## src/rtl/bellek_islem_birimi.sv

```systemverilog
// Memory access unit sitting after the execute stage (yurut).
// Accepts one load/store from yurut, runs it on the data-memory
// request/response bus, stalls yurut until it finishes and hands back the
// raw 32-bit read word. A bounded timeout turns a silent bus into an error pulse.
module bellek_islem_birimi #(
  parameter int ZAMAN_ASIMI = 256,
  parameter int SAYAC_BIT   = 9
) (
  input  logic        clk_i,
  input  logic        rst_i,
  input  logic        bib_sec_i,
  input  logic        bib_yaz_gecerli_i,
  input  logic [31:0] bib_adr_i,
  input  logic [31:0] bib_veri_i,
  input  logic [3:0]  bib_veri_maske_i,
  output logic [31:0] bib_veri_o,
  output logic        bib_durdur_o,
  output logic        bib_hata_o,
  output logic        l1v_istek_gecerli_o,
  input  logic        l1v_istek_hazir_i,
  output logic [31:0] l1v_istek_adr_o,
  output logic [31:0] l1v_istek_veri_o,
  output logic [3:0]  l1v_istek_maske_o,
  output logic        l1v_istek_yaz_o,
  input  logic        l1v_yanit_gecerli_i,
  input  logic [31:0] l1v_yanit_veri_i
);

  typedef enum logic [1:0] {BOSTA, ISTEK, BEKLE, TAMAM} durum_t;

  durum_t               durum;
  logic [SAYAC_BIT-1:0] sayac;
  logic [31:0]          adr_r;
  logic [31:0]          veri_r;
  logic [3:0]           maske_r;
  logic                 yaz_r;
  logic                 zaman_doldu;

  assign zaman_doldu = (sayac == SAYAC_BIT'(ZAMAN_ASIMI - 1));

  // Transaction FSM: latches the request, tracks the bus handshake and timeout,
  // and registers the read word and error pulse for the completion cycle.
  always_ff @(posedge clk_i or negedge rst_i) begin
    if (!rst_i) begin
      durum      <= BOSTA;
      sayac      <= '0;
      adr_r      <= '0;
      veri_r     <= '0;
      maske_r    <= '0;
      yaz_r      <= 1'b0;
      bib_veri_o <= '0;
      bib_hata_o <= 1'b0;
    end else begin
      bib_hata_o <= 1'b0;
      case (durum)
        BOSTA: begin
          if (bib_sec_i) begin
            adr_r   <= bib_adr_i;
            veri_r  <= bib_veri_i;
            maske_r <= bib_yaz_gecerli_i ? bib_veri_maske_i : 4'hF;
            yaz_r   <= bib_yaz_gecerli_i;
            sayac   <= '0;
            durum   <= ISTEK;
          end
        end
        ISTEK: begin
          // Timeout wins over a same-cycle hazir so an abandoned request never
          // moves on to wait for a response.
          if (zaman_doldu) begin
            bib_veri_o <= '0;
            bib_hata_o <= 1'b1;
            durum      <= TAMAM;
          end else begin
            sayac <= sayac + 1'b1;
            if (l1v_istek_hazir_i) durum <= BEKLE;
          end
        end
        BEKLE: begin
          if (l1v_yanit_gecerli_i) begin
            bib_veri_o <= yaz_r ? '0 : l1v_yanit_veri_i;
            durum      <= TAMAM;
          end else if (zaman_doldu) begin
            bib_veri_o <= '0;
            bib_hata_o <= 1'b1;
            durum      <= TAMAM;
          end else begin
            sayac <= sayac + 1'b1;
          end
        end
        default: durum <= BOSTA;
      endcase
    end
  end

  assign l1v_istek_gecerli_o = (durum == ISTEK);
  assign l1v_istek_adr_o     = adr_r & 32'hFFFF_FFFC;
  assign l1v_istek_veri_o    = veri_r;
  assign l1v_istek_maske_o   = maske_r;
  assign l1v_istek_yaz_o     = yaz_r;

  // Stall is combinational so it asserts in the op's arrival cycle; held low
  // during reset so every output reads 0 while rst_i is asserted.
  assign bib_durdur_o = rst_i & bib_sec_i & (durum != TAMAM);

endmodule

```

## config.mk

```make
export PLATFORM = sky130hd
export DESIGN_NAME = bellek_islem_birimi
export DESIGN_NICKNAME = d
export VERILOG_FILES = /design/src/rtl/bellek_islem_birimi.sv
export SDC_FILE = /design/constraint.sdc
export NUM_CORES = 1
export LEC_CHECK = 0
export BUFFER_PORTS_ARGS = -buffer_cell sky130_fd_sc_hd__buf_4
export CORE_MARGIN = 2
export CORE_UTILIZATION = 48
export CTS_BUF_LIST = sky130_fd_sc_hd__clkbuf_2
export DETAILED_ROUTE_END_ITERATION = 7
export GPL_TIMING_DRIVEN = 1
export PLACE_DENSITY = 0.82
export SLEW_MARGIN = 30
export SYNTH_ARGS = -nofsm -noshare
export SYNTH_HDL_FRONTEND = slang
export SYNTH_SLANG_ARGS = --single-unit
```

## constraint.sdc

```tcl
create_clock -name clk_i -period 2.3 [get_ports clk_i]
set_input_delay 0.115 -clock clk_i [delete_from_list [all_inputs] [get_ports clk_i]]
set_output_delay 0.115 -clock clk_i [all_outputs]
set_load 0.005 [all_outputs]
```

* After elaboration in Yosys (flattened, before gate mapping) *
Cells that the tools add are included.

word-level totals
  register bits after elaboration = 113
  input port bits = 106

operators by class
  add/subtract/negate cells = 1
  eq/ne operators = 8
  mux-type cells = 18
  bitwise logic cells = 2
  reduce and logical (&&, ||, !) cells = 6

operators with widths
  operator               count
  $mux W32               3
  $pmux W32 S2           1
  $mux W9                3
  $pmux W9 S3            1
  $mux W2                5
  $add A9 B1 Y9 const B  1
  $eq A9 B8 Y1 const B   1
  $ne A2 B2 Y1 const B   3
  $pmux W2 S3            1
  $reduce_and A3 Y1      2
  $mux W4                1
  $ne A3 B1 Y1 const B   1
  $ne A3 B3 Y1 const B   1
  $reduce_bool A3 Y1     1
  $and A1 B1 Y1          2
  $eq A2 B1 Y1 const B   1
  $eq A2 B2 Y1 const B   1
  $logic_not A2 Y1       1
  $mux W1                2
  $pmux W1 S2            1
  $reduce_and A2 Y1      1
  $reduce_bool A2 Y1     1

* Longest topological paths before layout *
Gate-level depths: netlist (run 1).

  word-level depth = 4
  gate-level depth with buffers = 9
  depth with buffers taken out = 8

* Worst setup path after synthesis (run 1) *
OpenSTA, ideal clock, no wires.

  path type = reg2reg
  start = register sayac[0]
  end = register sayac[5]
  arrival = 1731 ps
  required time = 2217 ps
  setup slack = 487 ps
  cell stages (with the launch flop) = 9
  path buffers = 1
  period minus slack after synthesis = 1813 ps
  cells stage by stage = dfrtp_1 -> ha_1 -> nand3_1 -> nor2_1 -> ha_1 -> buf_6 -> nand4b_1 -> or3_1 -> o21ai_0

on the way
  longest elaborated chain between the ends = 4

RTL lines
  what                                           RTL line    text
  from (decl)                                    32          logic [SAYAC_BIT-1:0] sayac;
  from (signal assigned)                         74          sayac <= sayac + 1'b1;
  from (signal assigned)                         87          sayac <= sayac + 1'b1;
  $add A9 B1 Y9 or $eq A9 B8 Y1 (tied branches)  74, 87, 39
  $mux W9 *                                      69, 82
  $mux W9                                        79          if (l1v_yanit_gecerli_i) begin
  $pmux W9 S3 *                                  55          case (durum)

Mark *: on every way between the ends. The rest lies on a longest branch, timed or not. The select of a mux whose other input is x is not followed.
A chain may end at the register's enable or synchronous reset.

* Final worst setup path (run 1) *
  start = register sayac[0]
  end = register sayac[7]

The elaborated chain is that of the path after synthesis.

==> metrics.txt, run 1 <==
largest net degree at the start of global routing=62; router iterations before antenna repair=4; mean post-synth cell area=14.4 µm²; CP required=2.80 ns; sequential power share=42.7%; Final #Nets=730; Worst Tran Pin Value=0.743 ns; Logic pwr share=46.6%; initial antenna violation count=0; CP endpoint kind=register; Cell Area, Placed=0.00610 mm²; Pleak=3.50 nW; synth unique cells=35; final setup skew=0.0477 ns; reg2reg setup slack=0.28 ns; Synth-to-Final Area Change=62.7%; Sw Share=33.6%; Post CTS Setup Buffer Count=0; Die X=100 µm; critical path's top delay family=adder cells; NetSw=2.61 mW; DR WL/cell=17.7 µm; count of input and output buffers=205; vias per cell=5.15; maximum VDD drop=554 µV; Final min period=2.02 ns; Cells after Synth=309; CTS tree=yes; 1st-iter DRT viols=172; post-CTS sizing=0; ratio of cells with drive above 1 in the final layout=48.5%; RSZ-0062 raised after global routing=no; Slew Limit Fails=0; final setup fails=0; WL final=13.0 mm; # diodes=0; CTS H-tree depth=3; crit-path max FO=9; first-pass GRT wire length=19.9 mm; Die H=100 µm; R2R cell count=8; outcome=finished, final reports clean; Tot GR Track Use=25.8%; hold path endpoint=durum[1]$_DFFE_PN0P_; worst stage delay on the critical path=0.47 ns; commonest cells in the netlist=111 x dfrtp_1, 65 x mux2_2, 34 x a22o_1; num ports=210; critical register-to-register path startpoint=sayac[0]$_DFFE_PN0P_; clock-pin slew on the worst setup and hold paths=0.30 ns; Final period util=87.7%; GPL Wtd Cong=0.799; Yosys warning total=0; clock latency on the worst-skew pair=0.60 ns; CP Cell Sequence=ha_1 -> nand3_1 -> nor2_1 -> ha_1 -> nand4b_1 -> o21a_1 -> o21ai_0 -> o21ai_1; asr flop ratio synth=100%; r2r endpoint=sayac[7]$_DFFE_PN0P_; internal power=5.17 mW; most frequently used flop master after synthesis=dfrtp_1; Final Hold Vio Count=0; clock sink count=111; Critical Path AT=2.51 ns; Final TNS setup=0 ns; most common cell in the netlist=dfrtp_1; Max Cap Viol=0; root buffer cell=clkbuf_2; hold wc startpoint=bib_sec_i; Post-DRT Antenna Nets=0; Max-slew headroom=50.5%; clock power share=10.7%; fmax=496 MHz; dpl hpwl=7.63 mm; most frequent CP cell=ha_1; CP Class=reg -> reg; Post-Synthesis Cell Area=0.00444 mm²; worst min path class=in -> reg; Yosys reg bits=111; Die ar.=0.0100 mm²; CP Launch Type=register; top cells by area, synth=dfrtp_1 63%, mux2_2 16%, a22o_1 6.7%; top cell type's share of synthesized area=62.6%; Seq/Total Area, Yosys=62.6%; cell area after layout=0.00722 mm²; grt total ovfl=0; core area=0.00911 mm²; CTS Buf Count=9; row count=35; DRC Markers=0; CTS max path bufs=2; CP max stage cell=dfrtp_1; hold slack=0.0447 ns; vias in the first global route=3985; crit path buf inv count=0; hold path depth=4; biggest area consumer among synthesized cells=dfrtp_1; PnR Total Power=7.78 mW; Initial Utilization=48.7%; Final Util=79.3%; Post-synth EDFFs=0; power per cell area=1080 mW/mm²; vias=3772
cell usage in the layout (no fill, tap or decap), types with 2 or more instances in the layout:
cell type      count
o31ai_1            3
ha_1               8
a21oi_1            2
clkinv_4           2
or3_1              3
nor2b_1            6
a21boi_0           2
nand2b_1           2
dlygate4sd3_1    102
buf_4            210
nand3b_1           2
and2_1             3
nor2_1             4
clkbuf_2          10
dfrtp_1          111
conb_1             2
nand4b_1           2
o21a_1             2
o21ai_1            2
inv_1              3
nand3_1            2
mux2_2            65
nand2_1           11
o21ai_0           10
buf_12             2
inv_6              2
a22o_1            34
how the worst max path moves through the flow:
stage	from	to	slack, ns	cells after the start
2_1_floorplan	sayac[0]$_DFFE_PN0P_	sayac[5]$_DFFE_PN0P_	0.49	8
6_report	sayac[0]$_DFFE_PN0P_	sayac[7]$_DFFE_PN0P_	0.28	8
5_1_grt	sayac[0]$_DFFE_PN0P_	sayac[5]$_DFFE_PN0P_	0.10	8
3_3_place_gp	sayac[0]$_DFFE_PN0P_	sayac[5]$_DFFE_PN0P_	0.36	8
3_5_place_dp	sayac[0]$_DFFE_PN0P_	sayac[5]$_DFFE_PN0P_	0.29	8
4_1_cts	sayac[0]$_DFFE_PN0P_	sayac[7]$_DFFE_PN0P_	0.30	8
power groups by stage:
| stage | sequential, mW | clock, mW | combinational (mW) |
|---|---|---|---|
| 3_5_place_dp | 3.31 | 0 | 3.41 |
| 5_1_grt | 3.42 | 0.927 | 3.90 |
| 4_1_cts | 3.26 | 0.859 | 3.55 |
| 3_3_place_gp | 3.25 | 0 | 3.31 |
| 6_report | 3.33 | 0.833 | 3.62 |
| 2_1_floorplan | 3.32 | 0 | 1.55 |
worst reg2reg max path, delay by kind of cell, from the launching register on:
kind            cells  cell delay, ns
simple gates        3            0.47
compound gates      3            0.47
fa+ha+maj           2            0.55
flops               1            0.47
stage by stage:
stage	worst slack (ns)	instances
2_1_floorplan	0.487	310
3_3_place_gp	0.358	614
3_5_place_dp	0.293	614
4_1_cts	0.305	732
5_1_grt	0.102	732
6_report	0.282	732
cell type report:
class                           instances  area [µm²]
Fill cell                             495        1890
Clock inverter                          6        51.3
Tap cell                              111         139
Inverter                                3        11.3
Clock buffer                           10        50.0
Multi-Input combinational cell        177        1560
Sequential cell                       111        2780
Timing Repair Buffer                  314        2640
kinds of logic (layout without fill, tap and decap cells):
kind of cell | Yosys count | in the layout | share of synthesized area, %
buffers and inverters | 22 | 333 | 2.62
AOI/OAI and AO/OA | 59 | 59 | 10.5
DFF | 111 | 111 | 62.6
muxes | 65 | 65 | 16.5
and+or+nand+nor | 43 | 43 | 5.50
other | 1 | 2 | 0.0845
adders and majority gates | 8 | 8 | 2.25
repair_timing:
action	in CTS	in global routing
endpoints found under the hold margin	211	0
hold buffers	102	0
endpoints found under the setup margin	0	0
layer usage:
layer | up-vias | part of all wire (%) | track usage [%]
li1 | 1717 | - | -
met1 | 1848 | 39 | 31.2
met2 | 172 | 51 | 45.1
met3 | 35 | 7.5 | 5.71
met5 | - | 0 | 0
met4 | 0 | 2.8 | 9.91
flip-flops by register name (all words and copies together), names as in the netlist:
register	count
sayac	9
bib_hata_o	1
bib_veri_o	32
l1v_istek_veri_o	32
l1v_istek_yaz_o	1
adr_r	30
durum	2
l1v_istek_maske_o	4
Power figures use the tool's default switching activity.
==> run 2, diff against run 1 <==
--- a/config.mk
+++ b/config.mk
@@ -11,6 +11,7 @@
 export CTS_BUF_LIST = sky130_fd_sc_hd__clkbuf_2
 export DETAILED_ROUTE_END_ITERATION = 7
 export GPL_TIMING_DRIVEN = 1
+export MAX_ROUTING_LAYER = met4
 export PLACE_DENSITY = 0.82
 export SLEW_MARGIN = 30
 export SYNTH_ARGS = -nofsm -noshare
==> run 2 against run 1 <==
Against the previous run: largest power group unchanged; critical endpoint unchanged; hold slack better by 0.0052 ns; combinational power is essentially flat; fmax about the same; global-route usage grew 0.78 points.
==> metrics.txt, run 2 (synthesis results as in run 1) <==
worst stage delay on the critical path=0.47 ns; Post-DRT Antenna Nets=0; initial antenna violation count=0; Die ar.=0.0100 mm²; Logic pwr share=46.6%; Slew Limit Fails=0; post-cts hold buffer count=102; Initial Utilization=48.7%; CTS Buf Count=9; fmax=495 MHz; Max Cap Viol=0; CP endpoint kind=register; NetSw=2.62 mW; Critical Path AT=2.51 ns; vias in the first global route=3993; largest net degree at the start of global routing=62; num ports=210; CP required=2.79 ns; 1st-iter DRT viols=158; clock sink count=111; area occupied by multi-input gates=0.00156 mm²; DRC Markers=0; CTS tree=yes; Max-slew headroom=50.4%; core area=0.00911 mm²; most frequent CP cell=ha_1; router iterations before antenna repair=4; clock power share=10.7%; clock-pin slew on the worst setup and hold paths=0.30 ns; post-CTS sizing=0; root buffer cell=clkbuf_2; internal power=5.17 mW; # diodes=0; RSZ-0062 raised after global routing=no; dpl hpwl=7.63 mm; CP Cell Sequence=ha_1 -> nand3_1 -> nor2_1 -> ha_1 -> nand4b_1 -> o21a_1 -> o21ai_0 -> o21ai_1; CP Class=reg -> reg; commonest non-fill, non-tap cell in the layout=buf_4; final setup fails=0; reg2reg setup slack=0.28 ns; final setup skew=0.0477 ns; worst min path class=in -> reg; commonest non-fill, non-tap cells in the layout=210 x buf_4, 111 x dfrtp_1, 102 x dlygate4sd3_1; CTS max path bufs=2; outcome=finished, final reports clean; Die X=100 µm; maximum VDD drop=555 µV; vias per cell=5.18; Final Hold Vio Count=0; WL final=13.0 mm; GPL Wtd Cong=0.810; row count=35; Fillers=495; Post CTS Setup Buffer Count=0; vias=3793; clock latency on the worst-skew pair=0.59 ns; Sw Share=33.6%; Die H=100 µm; Final #Nets=730; ratio of cells with drive above 1 in the final layout=48.5%; Worst Tran Pin Value=0.744 ns; CP Launch Type=register; sequential power share=42.7%; grt total ovfl=0; Final TNS setup=0 ns; Tot GR Track Use=26.6%; count of input and output buffers=205; Final period util=87.8%; crit-path max FO=9; Final min period=2.02 ns; PnR Total Power=7.79 mW; Synth-to-Final Area Change=62.7%; CTS H-tree depth=3; first-pass GRT wire length=19.9 mm; Pleak=3.50 nW; power per cell area=1080 mW/mm²; CP max stage cell=dfrtp_1; Register Area=0.00278 mm²; DR WL/cell=17.8 µm
==> run 2: cell counts in the layout (fill, tap and decap cells not counted) <==
Identical to the previous run, type by type.
==> run 2: metrics by stage <==
| step | instance area (µm²) | setup slack [ns] | instances | utilization, % | hold WS, ns |
|---|---|---|---|---|---|
| final | 7220 | 0.280 | 732 | 79.3 | 0.0499 |
| after global routing | 7220 | 0.102 | 732 | 79.3 | 0.0355 |
| after CTS | 7220 | 0.305 | 732 | 79.3 | 0.00402 |
| after detailed placement | 6100 | 0.293 | 614 | 67.0 | 0.271 |
| after global placement | 6100 | 0.358 | 614 | 67.0 | 0.259 |
| after floorplan | 4440 | 0.487 | 310 | - | -0.181 |
==> run 2: power by group through the flow <==
stage	Sequential [mW]	Combinational, mW	Clock (mW)
after detailed placement	3.31	3.41	0
after floorplan	3.32	1.55	0
final	3.33	3.62	0.833
after CTS	3.26	3.55	0.859
after global routing	3.42	3.90	0.930
after global placement	3.25	3.31	0
==> run 2: worst paths after layout <==
path                                                  start                               end  cells past startpoint
min reg2reg                l1v_istek_maske_o[3]$_DFFE_PN0P_  l1v_istek_maske_o[3]$_DFFE_PN0P_                      2
min in group asynchronous                             rst_i   l1v_istek_veri_o[7]$_DFFE_PN0P_                      3
min                                               bib_sec_i              durum[1]$_DFFE_PN0P_                      4
max reg2reg                            sayac[0]$_DFFE_PN0P_              sayac[7]$_DFFE_PN0P_                      8
max                                    sayac[0]$_DFFE_PN0P_              sayac[7]$_DFFE_PN0P_                      8
max in group asynchronous                             rst_i         bib_veri_o[2]$_DFFE_PN0N_                      3
==> run 2: layout make-up <==
class	instances	share of cell area (%)
clock buffers	10	0.693
repair buffers	314	36.5
clock inverters	6	0.710
inverters	3	0.156
flip-flops and latches	111	38.5
well taps	111	1.92
multi-input cells	177	21.5
==> run 2: critical path, delay by kind of cell, from the launching register on <==
family | cells | cell delay (ns)
AO/OA/AOI/OAI | 3 | 0.47
adder cells (fa/ha/maj) | 2 | 0.55
flip-flops | 1 | 0.47
AND/OR/NAND/NOR | 3 | 0.48
==> run 2: per-layer routing <==
layer / track usage [%] / part of all wire (%)
met1: 31.7 / 40
met2: 45.0 / 50
met3: 5.15 / 7.2
met4: 9.91 / 2.8
met5: - / 0
